==> src/rtl/cl_ocl_fifo_slv.sv <==
// cl_ocl_fifo_slv: OCL cfg_bus slave bridging host MMIO to a TX (host->fabric) and an RX (fabric->host) FIFO.
// Latency: a cfg_wr/cfg_rd strobe in cycle N is acked in N+1 with registered cfg_rdata; FIFO heads are visible the cycle after a push.
// Backpressure: cfg_bus is never stalled; a TX push when full is dropped with tx_ovf set. rx_ready_o deasserts while the RX FIFO is full.
//
// Ports:
//   clk, rst                  sole clock; asynchronous active-high reset
//   cfg_addr/wdata/wr/rd      cfg_bus request; only cfg_addr[7:2] selects a register
//   cfg_ack/rdata             one-cycle completion pulse with read data
//   tx_data_o/v_o/ready_i     TX FIFO head toward the fabric
//   rx_data_i/v_i/ready_o     fabric words into the RX FIFO
//
// Register map (byte offset): 0x00 TX_DATA (W, push), 0x04 TX_VACANCY (R), 0x08 RX_DATA (R, pop),
// 0x0C RX_COUNT (R), 0x10 STATUS (R/W1C: bit0 tx_ovf, bit1 rx_udf), 0x14 CTRL (W: bit0 flush, reads 0).
// Unmapped offsets read 0xDEAD_BEEF and ignore writes.

// Generic synchronous FIFO with occupancy count and a flush that overrides push/pop.
// Latency: a pushed word is visible at head_dat the cycle after the push edge.
// Backpressure: push is ignored when count==DEPTH, pop is ignored when count==0.
module cl_ocl_sync_fifo #(
    parameter int DEPTH  = 16,
    parameter int DATA_W = 32
) (
    input  logic                       clk,
    input  logic                       rst,
    input  logic                       push,
    input  logic [DATA_W-1:0]          push_dat,
    input  logic                       pop,
    input  logic                       flush,
    output logic [DATA_W-1:0]          head_dat,
    output logic [$clog2(DEPTH):0]     count
);
    localparam int AW = $clog2(DEPTH);
    localparam int CW = AW + 1;
    localparam logic [CW-1:0] FULL_CNT = CW'(DEPTH);

    logic [DATA_W-1:0] mem [DEPTH];
    logic [AW-1:0]     wr_ptr;
    logic [AW-1:0]     rd_ptr;
    logic [CW-1:0]     cnt;
    logic              push_ok;
    logic              pop_ok;

    // Full/empty are judged from the registered count, so a same-cycle pop never makes room for a push.
    assign push_ok  = push && (cnt != FULL_CNT);
    assign pop_ok   = pop && (cnt != '0);
    assign head_dat = mem[rd_ptr];
    assign count    = cnt;

    always_ff @(posedge clk or posedge rst) begin
        if (rst) begin
            wr_ptr <= '0;
            rd_ptr <= '0;
            cnt    <= '0;
        end else if (flush) begin
            wr_ptr <= '0;
            rd_ptr <= '0;
            cnt    <= '0;
        end else begin
            if (push_ok) wr_ptr <= wr_ptr + 1'b1;
            if (pop_ok)  rd_ptr <= rd_ptr + 1'b1;
            cnt <= cnt + CW'(push_ok) - CW'(pop_ok);
        end
    end

    always_ff @(posedge clk) begin
        if (push_ok && !flush) mem[wr_ptr] <= push_dat;
    end
endmodule

module cl_ocl_fifo_slv #(
    parameter int DEPTH  = 16,
    parameter int DATA_W = 32
) (
    input  logic              clk,
    input  logic              rst,
    input  logic [31:0]       cfg_addr,
    input  logic [31:0]       cfg_wdata,
    input  logic              cfg_wr,
    input  logic              cfg_rd,
    output logic              cfg_ack,
    output logic [31:0]       cfg_rdata,
    output logic [DATA_W-1:0] tx_data_o,
    output logic              tx_v_o,
    input  logic              tx_ready_i,
    input  logic [DATA_W-1:0] rx_data_i,
    input  logic              rx_v_i,
    output logic              rx_ready_o
);
    localparam int CW = $clog2(DEPTH) + 1;
    localparam logic [CW-1:0] FULL_CNT = CW'(DEPTH);

    localparam logic [5:0] IDX_TX_DATA = 6'h00;
    localparam logic [5:0] IDX_TX_VAC  = 6'h01;
    localparam logic [5:0] IDX_RX_DATA = 6'h02;
    localparam logic [5:0] IDX_RX_CNT  = 6'h03;
    localparam logic [5:0] IDX_STATUS  = 6'h04;
    localparam logic [5:0] IDX_CTRL    = 6'h05;

    typedef enum logic {IDLE, ACK} state_t;

    state_t            state;
    state_t            state_nxt;
    logic              strobe_acc;
    logic              wr_acc;
    logic              rd_acc;
    logic [5:0]        reg_idx;
    logic [31:0]       rdata_nxt;
    logic              unused_addr_bits;

    logic [DATA_W-1:0] tx_head;
    logic [CW-1:0]     tx_count;
    logic              tx_push;
    logic              tx_pop;
    logic [CW-1:0]     tx_vacancy;

    logic [DATA_W-1:0] rx_head;
    logic [CW-1:0]     rx_count;
    logic              rx_pop;
    logic              rx_empty;

    logic              flush;
    logic              status_w1c;
    logic              tx_ovf;
    logic              rx_udf;
    logic              tx_ovf_set;
    logic              rx_udf_set;

    assign reg_idx          = cfg_addr[7:2];
    assign unused_addr_bits = ^{cfg_addr[31:8], cfg_addr[1:0]};

    // Handshake FSM: a strobe is only taken in IDLE; the ACK cycle ignores any strobe.
    always_ff @(posedge clk or posedge rst) begin
        if (rst) state <= IDLE;
        else     state <= state_nxt;
    end

    always_comb begin
        state_nxt  = state;
        strobe_acc = 1'b0;
        cfg_ack    = 1'b0;
        case (state)
            IDLE: begin
                if (cfg_wr || cfg_rd) begin
                    strobe_acc = 1'b1;
                    state_nxt  = ACK;
                end
            end
            ACK: begin
                cfg_ack   = 1'b1;
                state_nxt = IDLE;
            end
            default: state_nxt = IDLE;
        endcase
    end

    // A simultaneous write and read is treated as a write only.
    assign wr_acc = strobe_acc && cfg_wr;
    assign rd_acc = strobe_acc && cfg_rd && !cfg_wr;

    assign tx_push    = wr_acc && (reg_idx == IDX_TX_DATA);
    assign status_w1c = wr_acc && (reg_idx == IDX_STATUS);
    assign flush      = wr_acc && (reg_idx == IDX_CTRL) && cfg_wdata[0];
    assign rx_pop     = rd_acc && (reg_idx == IDX_RX_DATA);

    assign tx_pop     = tx_ready_i && tx_v_o;
    assign tx_vacancy = FULL_CNT - tx_count;
    assign rx_empty   = (rx_count == '0);

    assign tx_ovf_set = tx_push && (tx_count == FULL_CNT);
    assign rx_udf_set = rx_pop && rx_empty;

    cl_ocl_sync_fifo #(.DEPTH(DEPTH), .DATA_W(DATA_W)) u_tx_fifo (
        .clk      (clk),
        .rst      (rst),
        .push     (tx_push),
        .push_dat (cfg_wdata),
        .pop      (tx_pop),
        .flush    (flush),
        .head_dat (tx_head),
        .count    (tx_count)
    );

    cl_ocl_sync_fifo #(.DEPTH(DEPTH), .DATA_W(DATA_W)) u_rx_fifo (
        .clk      (clk),
        .rst      (rst),
        .push     (rx_v_i),
        .push_dat (rx_data_i),
        .pop      (rx_pop),
        .flush    (flush),
        .head_dat (rx_head),
        .count    (rx_count)
    );

    assign tx_data_o  = tx_head;
    assign tx_v_o     = (tx_count != '0);
    assign rx_ready_o = (rx_count != FULL_CNT);

    // Read data reflects state sampled in the strobe cycle, before this edge's side effects.
    always_comb begin
        rdata_nxt = 32'hDEAD_BEEF;
        case (reg_idx)
            IDX_TX_DATA: rdata_nxt = '0;
            IDX_TX_VAC:  rdata_nxt = 32'(tx_vacancy);
            IDX_RX_DATA: rdata_nxt = rx_empty ? '0 : 32'(rx_head);
            IDX_RX_CNT:  rdata_nxt = 32'(rx_count);
            IDX_STATUS:  rdata_nxt = {30'd0, rx_udf, tx_ovf};
            IDX_CTRL:    rdata_nxt = '0;
            default:     rdata_nxt = 32'hDEAD_BEEF;
        endcase
    end

    always_ff @(posedge clk or posedge rst) begin
        if (rst) begin
            cfg_rdata <= '0;
        end else if (rd_acc) begin
            cfg_rdata <= rdata_nxt;
        end
    end

    // Sticky flags: a set event in the same cycle as a W1C keeps the flag set.
    always_ff @(posedge clk or posedge rst) begin
        if (rst) begin
            tx_ovf <= 1'b0;
            rx_udf <= 1'b0;
        end else begin
            tx_ovf <= tx_ovf_set || (tx_ovf && !(status_w1c && cfg_wdata[0]));
            rx_udf <= rx_udf_set || (rx_udf && !(status_w1c && cfg_wdata[1]));
        end
    end
endmodule

==> config.mk <==
export PLATFORM = sky130hd
export DESIGN_NAME = cl_ocl_fifo_slv
export DESIGN_NICKNAME = d
export VERILOG_FILES = /design/src/rtl/cl_ocl_fifo_slv.sv
export SDC_FILE = /design/constraint.sdc
export NUM_CORES = 1
export LEC_CHECK = 0
export BUFFER_PORTS_ARGS = -buffer_cell sky130_fd_sc_hd__buf_2
export CAP_MARGIN = 20
export CORE_MARGIN = 2
export CORE_UTILIZATION = 51
export CTS_CLUSTER_DIAMETER = 120
export CTS_CLUSTER_SIZE = 12
export DETAILED_ROUTE_END_ITERATION = 6
export PLACE_DENSITY = 0.68
export SLEW_MARGIN = 20
export SYNTH_ARGS = -nofsm -noshare
export SYNTH_HDL_FRONTEND = slang
export SYNTH_HIERARCHICAL = 1
export SYNTH_SLANG_ARGS = --single-unit
==> constraint.sdc <==
create_clock -name clk -period 6.75 [get_ports clk]
set_clock_uncertainty 0.1 [all_clocks]
set_input_delay 1.35 -clock clk [delete_from_list [all_inputs] [get_ports clk]]
set_output_delay 1.35 -clock clk [all_outputs]
set_load 0.02 [all_outputs]
==> results of run 1 <==
==> Yosys cell counts, types with 4 or more instances <==
cell type  number
mux4_1          8
buf_6          20
buf_1           4
buf_12          6
nor2b_1        17
inv_1          29
nand3_1        79
mux4_2        120
edfxtp_1     1024
nand2b_1        4
nor2_1         95
buf_4          22
nand2_1        96
a22oi_1       192
o21ai_0         4
nor3_1         13
xor2_1         13
mux2i_1       256
buf_2          19
dfrtp_1        61
xnor2_1         5
ha_1           25
a21oi_1        28
clkbuf_1       51
a22o_1          8
a21oi_2         4
==> power by group <==
group | total [mW] | switching [mW] | internal [mW]
logic | 3.50 | 2.08 | 1.42
clock network | 5.13 | 2.34 | 2.79
registers | 8.13 | 0.366 | 7.76
total | 16.8 | 4.78 | 12.0
==> layout make-up <==
| cell class | count | area [um^2] |
|---|---|---|
| sequential | 1085 | 32300 |
| timing repair buffer | 206 | 1260 |
| fill | 6022 | 34800 |
| tap | 1070 | 1340 |
| multi-input combinational | 1004 | 9590 |
| clock inverter | 7 | 148 |
| clock buffer | 159 | 2750 |
| antenna | 4 | 10.0 |
| inverter | 29 | 110 |
==> worst max-delay path by stage <==
| stage | start | to | depth (start not counted) |
|---|---|---|---|
| after global placement | cfg_addr[3] | u_tx_fifo/mem[11][17] | 7 |
| after global routing | u_tx_fifo/rd_ptr[0] | tx_data_o[24] | 5 |
| after detailed placement | cfg_addr[3] | u_tx_fifo/mem[13][19] | 7 |
| after floorplan | cfg_addr[5] | u_tx_fifo/mem[0][0] | 5 |
| final | u_tx_fifo/rd_ptr[0] | tx_data_o[24] | 5 |
| after CTS | u_tx_fifo/rd_ptr[2] | tx_data_o[6] | 6 |
==> registers in the layout, summed over array words and instances (netlist names) <==
register	flops
u_rx_fifo/mem	512
u_rx_fifo/rd_ptr	4
u_tx_fifo/wr_ptr	4
u_tx_fifo/rd_ptr	4
u_rx_fifo/count	5
tx_ovf	1
cfg_rdata	32
u_tx_fifo/count	5
u_tx_fifo/mem	512
state	1
u_rx_fifo/wr_ptr	4
rx_udf	1
==> through the flow <==
stage / cells / setup WS, ns / power, mW
3_5_place_dp: 3390 / 1.97 / 11.7
6_report: 3564 / 1.86 / 16.8
3_3_place_gp: 3390 / 2.09 / 11.6
5_1_grt: 3562 / 1.65 / 17.4
2_1_floorplan: 2241 / 1.48 / 10.7
4_1_cts: 3556 / 1.49 / 16.8
==> metal layers <==
metal  vias to the layer above  global-route usage, %  part of all wire (%)
met5                         -                      0                 0.078
met4                        12                   7.77                   3.1
met3                       190                   4.13                   7.6
met2                       864                   37.1                    50
met1                     11300                   29.4                    39
li1                       9338                      -                     -
==> cells by family (layout without fill, tap and decap cells) <==
kind of cell | count (synthesis) | after routing | synth area share (%)
and+or+nand+nor | 326 | 326 | 3.51
xor gates and xnor gates | 18 | 18 | 0.371
other | 0 | 4 | 0
buffers and inverters | 152 | 401 | 2.18
adders and majority gates | 27 | 27 | 0.830
AOI/OAI and AO/OA | 248 | 248 | 4.25
muxes | 385 | 385 | 12.9
DFF | 1085 | 1085 | 75.9
==> worst max-delay path, delay by kind of cell, from the launching register on <==
family                 cells  cell delay (ns)
multiplexers               1             0.56
buffers and inverters      2             0.73
flip-flops                 1             1.06
AND/OR/NAND/NOR            1             0.15
AO/OA/AOI/OAI              1             0.28
==> qor.csv, run 1 <==
stage,metric,value,unit
run_status,outcome,finished clean,
sta,slew at the pin with the worst max-slew slack,1.09,ns
critical_path,CP max stage delay,1.06,ns
critical_path,type of origin of the critical path,flip-flop,
critical_path,"reg-to-reg slack, setup",3.03,ns
routing,Post-Route WL,94.4,mm
placement,RD Place Congestion,0.765,
placement,HPWL after DPL,52.2,mm
critical_path,Worst EP arrival,3.44,ns
sta,unrepaired setup endpoints after global routing,no,
sta,Worst slew margin,27.6,%
final_layout,P&R area growth vs syn,11.7,%
final_layout,most frequent cells in the layout,"1,024 x edfxtp_1, 256 x mux2i_1, 192 x a22oi_1, 142 x buf_2, 120 x mux4_2",
cts,Clock transition at path regs,0.07,ns
die,die area,85700,um^2
cts,hold buffers post-CTS,0,
grt,first-pass GRT wire length,141,mm
cts,CTS root buf,clkbuf_16,
grt,grt ovf,0,
synthesis,sequential fraction of the synthesis area,75.9,%
die,Core Box Area,82200,um^2
grt,GR Util All Layers,22.2,%
final_layout,layout cells sized above 1,19.9,%
power_and_ir_drop,Pleak,15.7,nW
die,Starting Density,51.7,%
routing,DR vias/cell,6.08,
worst_hold_path,min-delay src,cfg_rdata[4],
synthesis,Avg Inst Size Synth,19.0,um^2
cts,Sink Count,1085,
worst_hold_path,hold path endpoint,cfg_rdata[4],
synthesis,"top cells by area, synth","edfxtp_1 72%, mux4_2 6.4%, mux2i_1 6.0%",
placement,DP Area,44500,um^2
cts,post_cts resized,0,
cts,post-CTS setup buffers,0,
sta,TNS Setup,0,ns
power_and_ir_drop,power per cell area,353,nW/um^2
routing,post-route ant nets,0,
cts,Worst-Skew Late Latency,0.68,ns
critical_path,CP Capture Type,output port,
critical_path,R2R cell count,7,
sta,Max Freq,0.204,GHz
cts,CTS buffer count,100,
worst_hold_path,worst hold path class,flip-flop to flip-flop,
die,row count,105,
critical_path,critical-path maximum fanout,49,
grt,initial antenna violation count,11,
final_layout,"commonest non-fill, non-tap cell in the layout",edfxtp_1,
synthesis,post-synthesis cell area,42500,um^2
critical_path,crit path max-delay cell type,dfrtp_4,
final_layout,final net count,2555,
cts,CTS H-tree lvls,3,
sta,Tmin final,4.89,ns
final_layout,Post-Layout Inst Area,47500,um^2
routing,via count,21700,
critical_path,Worst EP required,5.30,ns
synthesis,flip-flop and latch count after synthesis,1085,
synthesis,post-synth top area cell,edfxtp_1,
critical_path,CP Cell Sequence,"buf_4, mux4_2, a22oi_1, nand2_1, buf_2",
synthesis,Yosys cell types,48,
synthesis,Synth Warn #,6,
synthesis,Mapped Cells,2241,
critical_path,Worst R2R Start,state,
die,die width,293,um
grt,largest net degree at the start of global routing,102,
synthesis,ys flop type,edfxtp_1,
synthesis,Post-synth EDFFs,1024,
placement,PortBufs,142,
synthesis,Post-synth ARST share,5.62,%
sta,number of setup violations in the final report,0,
sta,Tcrit/Tclk final,72.5,%
power_and_ir_drop,Worst IR Drop VDD,0.000207,V
job,MaxCap Viol Count,0,
routing,WL/cell,26.5,um
cts,Bufs on Longest Clock Path,3,
synthesis,Mapped Nets,2370,
sta,"Hold Vio Cnt, Final",0,
cts,TritonCTS clock tree,built,
critical_path,R2R Path End,u_tx_fifo/mem[13][19],
synthesis,post-synth top area share,72.4,%
die,Top-Level Pins,169,
final_layout,fin util,57.7,%
routing,Residual DRC,0,
critical_path,kind of critical path,flip-flop to output port,
sta,Fin Hold WS,0.403,ns
routing,initial drt markers,1921,
routing,router iterations before antenna repair,5,
grt,vias in the first global route,22400,
sta,"Slew Viols, Final",0,
worst_hold_path,hold path depth,2,
die,Die H,293,um
(Power assumes the default switching activity.)
==> run 2: changes to the inputs <==
--- a/config.mk
+++ b/config.mk
@@ -12,7 +12,7 @@
 export CTS_CLUSTER_DIAMETER = 120
 export CTS_CLUSTER_SIZE = 12
 export DETAILED_ROUTE_END_ITERATION = 6
-export PLACE_DENSITY = 0.68
+export PLACE_DENSITY = 0.7
 export SLEW_MARGIN = 20
 export SYNTH_ARGS = -nofsm -noshare
 export SYNTH_HDL_FRONTEND = slang
==> constraint.sdc (replaced) <==
create_clock -name clk -period 3.95 [get_ports clk]
set_clock_uncertainty 0.1 [all_clocks]
set_input_delay 0.79 -clock clk [delete_from_list [all_inputs] [get_ports clk]]
set_output_delay 0.79 -clock clk [all_outputs]
set_load 0.02 [all_outputs]
==> qor.csv, run 2 (synthesis results as in run 1) <==
stage,metric,value,unit,change
run_status,outcome,finished clean,,
critical_path,CP max stage delay,0.56,ns,-0.50 ns
sta,Fin Hold WS,0.0873,ns,-0.316 ns
sta,"Hold Vio Cnt, Final",0,,unchanged
grt,vias in the first global route,22600,,+0.84%
grt,first-pass GRT wire length,141,mm,+0.58%
placement,RD Place Congestion,0.786,,+2.8%
cts,Clock transition at path regs,0.07,ns,about the same
final_layout,FF+latch area,32300,um^2,about the same
final_layout,layout cells sized above 1,20.9,%,+1.1 points
sta,Tcrit/Tclk final,94.4,%,
cts,TritonCTS clock tree,built,,
die,Top-Level Pins,169,,unchanged
routing,WL/cell,26.4,um,-0.43%
critical_path,CP Capture Type,output port,,
final_layout,Post-Layout Cell Count,3599,,+0.98%
die,Core Box Area,82200,um^2,unchanged
sta,TNS Setup,0,ns,unchanged
routing,router iterations before antenna repair,6,,+1
power_and_ir_drop,power per cell area,599,nW/um^2,+70%
cts,Worst-Skew Late Latency,0.67,ns,about the same
cts,Bufs on Longest Clock Path,3,,unchanged
final_layout,final net count,2590,,+1.4%
critical_path,crit path max-delay cell type,dfrtp_2,,
placement,Cell Count Post-Placement,3426,,+1.1%
die,row count,105,,unchanged
sta,Max Freq,0.268,GHz,
critical_path,type of origin of the critical path,flip-flop,,
routing,Post-Route WL,94.9,mm,+0.55%
grt,initial antenna violation count,9,,-2
final_layout,most frequent cells in the layout,"1,024 x edfxtp_1, 256 x mux2i_1, 192 x a22oi_1, 142 x buf_2, 120 x mux4_2",,
final_layout,footprint of the multi-input gates,9630,um^2,+0.44%
cts,CTS buffer count,100,,unchanged
grt,grt ovf,0,,unchanged
cts,CTS H-tree lvls,3,,unchanged
job,MaxCap Viol Count,0,,unchanged
power_and_ir_drop,Pleak,15.9,nW,+1.4%
power_and_ir_drop,Worst IR Drop VDD,0.000435,V,+110%
sta,"Slew Viols, Final",0,,unchanged
critical_path,Worst EP arrival,2.84,ns,-0.60 ns
grt,GR Util All Layers,22.3,%,+0.14 points
cts,CTS root buf,clkbuf_16,,
final_layout,biggest regs,"u_rx_fifo/mem x512, u_tx_fifo/mem x512, cfg_rdata x32",,
die,die area,85700,um^2,unchanged
placement,PortBufs,142,,unchanged
cts,hold buffers post-CTS,0,,unchanged
sta,slew at the pin with the worst max-slew slack,0.947,ns,-0.138 ns
critical_path,worst path buffer plus inverter count,3,,+1
final_layout,"commonest non-fill, non-tap cell in the layout",edfxtp_1,,
sta,unrepaired setup endpoints after global routing,no,,
routing,via count,21700,,+0.10%
routing,post-route ant nets,0,,unchanged
die,Starting Density,51.7,%,unchanged
sta,Worst slew margin,36.6,%,+9.0 points
placement,HPWL after DPL,53.7,mm,+2.9%
die,Die H,293,um,unchanged
final_layout,P&R area growth vs syn,13.0,%,
final_layout,fin util,58.4,%,+0.67 points
critical_path,Top delay family on crit path,buffers and inverters,,
routing,Residual DRC,0,,unchanged
critical_path,kind of critical path,flip-flop to output port,,
sta,number of setup violations in the final report,0,,unchanged
grt,largest net degree at the start of global routing,63,,-38%
die,die width,293,um,unchanged
final_layout,fillers,5947,,-1.2%
critical_path,CP Cell Sequence,"buf_4, nor2_4, buf_12, a22oi_1, nand3_1, nand2_1, buf_2",,
cts,Sink Count,1085,,unchanged
routing,initial drt markers,2093,,+9.0%
critical_path,critical-path maximum fanout,20,,-59%
sta,Tmin final,3.73,ns,
worst_hold_path,worst hold path class,primary input to asynchronous set/reset pin,,
critical_path,Worst EP required,3.06,ns,-2.24 ns
power_and_ir_drop,total power,28.8,mW,+72%
routing,DR vias/cell,6.03,,-0.87%
run 2: cell count changes in the layout (fill, tap and decap cells not counted), moves of 2 or more:
cell      change
nor3_2        -7
nor3_4        +6
buf_12       +23
clkinv_8      +2
buf_4        +13
run 2: area by class of cell:
cell class | count | area share [%]
inverters | 29 | 0.227
multi-input cells | 1005 | 20.1
flip-flops and latches | 1085 | 67.2
clock buffers | 159 | 5.67
repair buffers | 240 | 3.69
diodes | 3 | 0.0156
clock inverters | 8 | 0.333
well taps | 1070 | 2.79
run 2: timing repair:
action	4_1_cts	5_1_grt
buffers inserted	2	0
endpoints found under the hold margin	0	0
setup endpoints to repair	31	17
gates cloned	1	0
resized for setup	2	1
run 2: layer usage:
metal	GRT usage [%]	wire length [um]	share of wire [%]
met2	38.7	48300	51
met5	0	67	0.071
met3	3.88	6760	7.1
met1	28.9	37000	39
met4	7.03	2750	2.9
run 2: worst paths after layout:
path / startpoint / end / slack (ns) / cells after the start
max: u_tx_fifo/rd_ptr[1] / tx_data_o[26] / 0.22 / 7
min: rst / u_rx_fifo/rd_ptr[0] / 0.09 / 2
max reg2reg: u_tx_fifo/count[1] / u_tx_fifo/count[4] / 0.50 / 16
min reg2reg: cfg_rdata[29] / cfg_rdata[29] / 0.40 / 1
max in group asynchronous: rst / cfg_rdata[13] / 2.87 / 3
min in group clk: cfg_rd / state / 0.30 / 3
run 2: power by group:
group | total (mW) | leakage, nW | switching [mW] | internal (mW)
Combinational | 6.31 | 4.66 | 3.80 | 2.52
Sequential | 13.7 | 9.91 | 0.467 | 13.3
Clock | 8.72 | 1.37 | 3.99 | 4.73
run 2: per-stage QoR:
step | setup slack, ns | instance area [um^2]
after floorplan | -0.759 | 42500
after global placement | 0.346 | 45100
after detailed placement | 0.298 | 45100
after CTS | 0.0386 | 48000
after global routing | 0.0975 | 48000
final | 0.223 | 48000
==> run 3: changes to the inputs <==
--- a/config.mk
+++ b/config.mk
@@ -10,9 +10,10 @@
 export CORE_MARGIN = 2
 export CORE_UTILIZATION = 51
 export CTS_CLUSTER_DIAMETER = 120
-export CTS_CLUSTER_SIZE = 12
+export CTS_CLUSTER_SIZE = 24
 export DETAILED_ROUTE_END_ITERATION = 6
 export PLACE_DENSITY = 0.7
+export SETUP_SLACK_MARGIN = 0.4
 export SLEW_MARGIN = 20
 export SYNTH_ARGS = -nofsm -noshare
 export SYNTH_HDL_FRONTEND = slang
==> qor.csv, run 3 (synthesis results as in run 1) <==
stage,metric,value,unit,change
routing,Residual DRC,2,,+2
sta,Worst slew margin,39.6,%,+3.0 points
sta,unrepaired setup endpoints after global routing,no,,
critical_path,Worst R2R Start,u_tx_fifo/count[1],,
cts,CTS H-tree lvls,2,,-1
power_and_ir_drop,sequential power share,51.8,%,+4.1 points
final_layout,"commonest non-fill, non-tap cell in the layout",edfxtp_1,,
final_layout,FF+latch area,32300,um^2,unchanged
critical_path,Worst EP arrival,2.58,ns,-0.26 ns
power_and_ir_drop,Pleak,15.5,nW,-2.9%
cts,Worst-Skew Late Latency,0.64,ns,-0.03 ns
die,die width,293,um,unchanged
grt,first-pass GRT wire length,140,mm,-1.3%
routing,WL/cell,26.8,um,+1.6%
critical_path,type of origin of the critical path,flip-flop,,
grt,initial antenna violation count,15,,+6
critical_path,crit path max-delay cell type,dfrtp_2,,
placement,PortBufs,142,,unchanged
run_status,outcome,"complete, but fails checks",,
power_and_ir_drop,Clock power frac,22.0,%,-8.3 points
job,MaxCap Viol Count,0,,unchanged
cts,Bufs on Longest Clock Path,3,,unchanged
sta,number of setup violations in the final report,0,,unchanged
power_and_ir_drop,power per cell area,560,nW/um^2,-6.5%
power_and_ir_drop,Sw Ratio,29.3,%,+0.57 points
power_and_ir_drop,total power,26.3,mW,-8.4%
cts,CTS buffer count,51,,-49%
critical_path,CP max stage delay,0.70,ns,+0.14 ns
placement,HPWL after DPL,54.2,mm,+0.92%
routing,initial drt markers,1718,,-18%
cts,Sink Count,1085,,unchanged
run_status,failing checks,DRC,,
cts,hold buffers post-CTS,0,,unchanged
critical_path,Worst EP required,3.06,ns,about the same
die,Starting Density,51.7,%,unchanged
sta,slew at the pin with the worst max-slew slack,0.904,ns,-0.0439 ns
grt,grt ovf,0,,unchanged
die,Core Box Area,82200,um^2,unchanged
sta,Tcrit/Tclk final,87.7,%,-6.6 points
die,row count,105,,unchanged
final_layout,biggest regs,"u_rx_fifo/mem x512, u_tx_fifo/mem x512, cfg_rdata x32",,
die,Top-Level Pins,169,,unchanged
routing,DR vias/cell,6.07,,+0.64%
grt,vias in the first global route,22000,,-2.5%
final_layout,P&R area growth vs syn,10.7,%,
grt,largest net degree at the start of global routing,45,,-29%
final_layout,most frequent cells in the layout,"1,024 x edfxtp_1, 256 x mux2i_1, 192 x a22oi_1, 142 x buf_2, 120 x mux4_2",,
final_layout,final net count,2561,,-1.1%
power_and_ir_drop,Psw,7.71,mW,-6.6%
routing,Post-Route WL,94.8,mm,about the same
sta,Fin Hold WS,0.109,ns,+0.0220 ns
sta,"Slew Viols, Final",0,,unchanged
cts,CTS root buf,clkbuf_16,,
routing,post-route ant nets,0,,unchanged
worst_hold_path,worst hold path class,primary input to asynchronous set/reset pin,,
die,die area,85700,um^2,unchanged
routing,router iterations before antenna repair,7,,+1
power_and_ir_drop,Worst IR Drop VDD,0.000530,V,+22%
sta,Tmin final,3.47,ns,-0.261 ns
power_and_ir_drop,P_int,18.6,mW,-9.2%
final_layout,fillers,6043,,+1.6%
final_layout,layout cells sized above 1,20.1,%,-0.81 points
critical_path,CP Capture Type,output port,,
critical_path,critical-path maximum fanout,18,,-10%
critical_path,Worst Setup SP,u_tx_fifo/rd_ptr[1],,
power_and_ir_drop,Gate power share,26.2,%,+4.3 points
sta,"Hold Vio Cnt, Final",0,,unchanged
critical_path,kind of critical path,flip-flop to output port,,
die,Die H,293,um,unchanged
sta,Max Freq,0.289,GHz,+7.5%
critical_path,CP Cell Sequence,"buf_4, mux4_2, a22oi_1, nand2_1, buf_2",,
cts,Clock transition at path regs,0.10,ns,+0.03 ns
cts,TritonCTS clock tree,built,,
final_layout,footprint of the multi-input gates,9630,um^2,about the same
grt,GR Util All Layers,22.0,%,-0.30 points
routing,via count,21500,,-1.1%
placement,RD Place Congestion,0.791,,+0.64%
## run 3: changes by cell type in the layout (fill, tap and decap cells not counted), moves of 2 or more
cell	before	now
bufbuf_16	0	2
clkinv_16	3	0
buf_16	0	5
clkbuf_1	59	30
buf_12	26	34
clkbuf_16	100	54
buf_6	0	3
## run 3: final timing paths
kind / to / slack (ns) / cells after the start
worst min-delay path: u_rx_fifo/wr_ptr[0] / 0.11 / 2
min in group clk: state / 0.31 / 3
worst min register to register: cfg_rdata[29] / 0.41 / 1
worst max register to register: u_tx_fifo/count[4] / 0.64 / 16
max in group asynchronous: cfg_rdata[25] / 3.00 / 2
worst max-delay path: tx_data_o[25] / 0.48 / 5
## run 3: power by group through the flow
stage / clock [mW] / combinational [mW] / sequential (mW)
6_report: 5.80 / 6.91 / 13.6
5_1_grt: 6.32 / 7.37 / 13.7
4_1_cts: 5.94 / 6.68 / 13.7
3_5_place_dp: 0 / 6.34 / 13.9
3_3_place_gp: 0 / 6.17 / 13.9
2_1_floorplan: 0 / 4.51 / 13.7
## run 3: repair_timing
item	CTS	global route
gates cloned	4	2
buffers inserted	5	11
gates resized for setup	6	2
setup endpoints to repair	32	13
hold endpoints to repair	0	0
## run 3: through the flow
stage / setup TNS [ns] / worst slack [ns] / cell area [um^2] / utilization, % / instances
finish: 0 / 0.484 / 47100 / 57.2 / 3538
detailed placement: 0 / 0.340 / 45200 / 55.0 / 3427
floorplan: -20.88 / -0.326 / 42600 / - / 2241
global placement: 0 / 0.339 / 45200 / 54.9 / 3426
global route: 0 / 0.414 / 47100 / 57.2 / 3537
CTS: 0 / 0.400 / 46900 / 57.0 / 3521
## run 3: layout make-up
cell class                 count  share of cell area [%]
clock buffer                  82                    3.00
tap                         1070                    2.84
clock inverter                 3                  0.0957
multi-input combinational   1004                    20.5
timing repair buffer         261                    4.73
antenna                        4                  0.0213
sequential                  1085                    68.6
inverter                      29                   0.234
## run 3: metal layers
metal	wire length, um	vias to the layer above	track usage, %
met5	137	-	0
met4	2890	20	6.83
met3	6770	152	3.63
met2	48300	770	38.1
met1	36800	11200	28.8
li1	-	9328	-
## run 3: critical path, delay by kind of cell, from the launching register on
family | cells | cell delay [ns]
and+or+nand+nor | 1 | 0.20
muxes | 1 | 0.31
AOI/OAI and AO/OA | 1 | 0.25
buffers and inverters | 2 | 0.50
DFF | 1 | 0.70
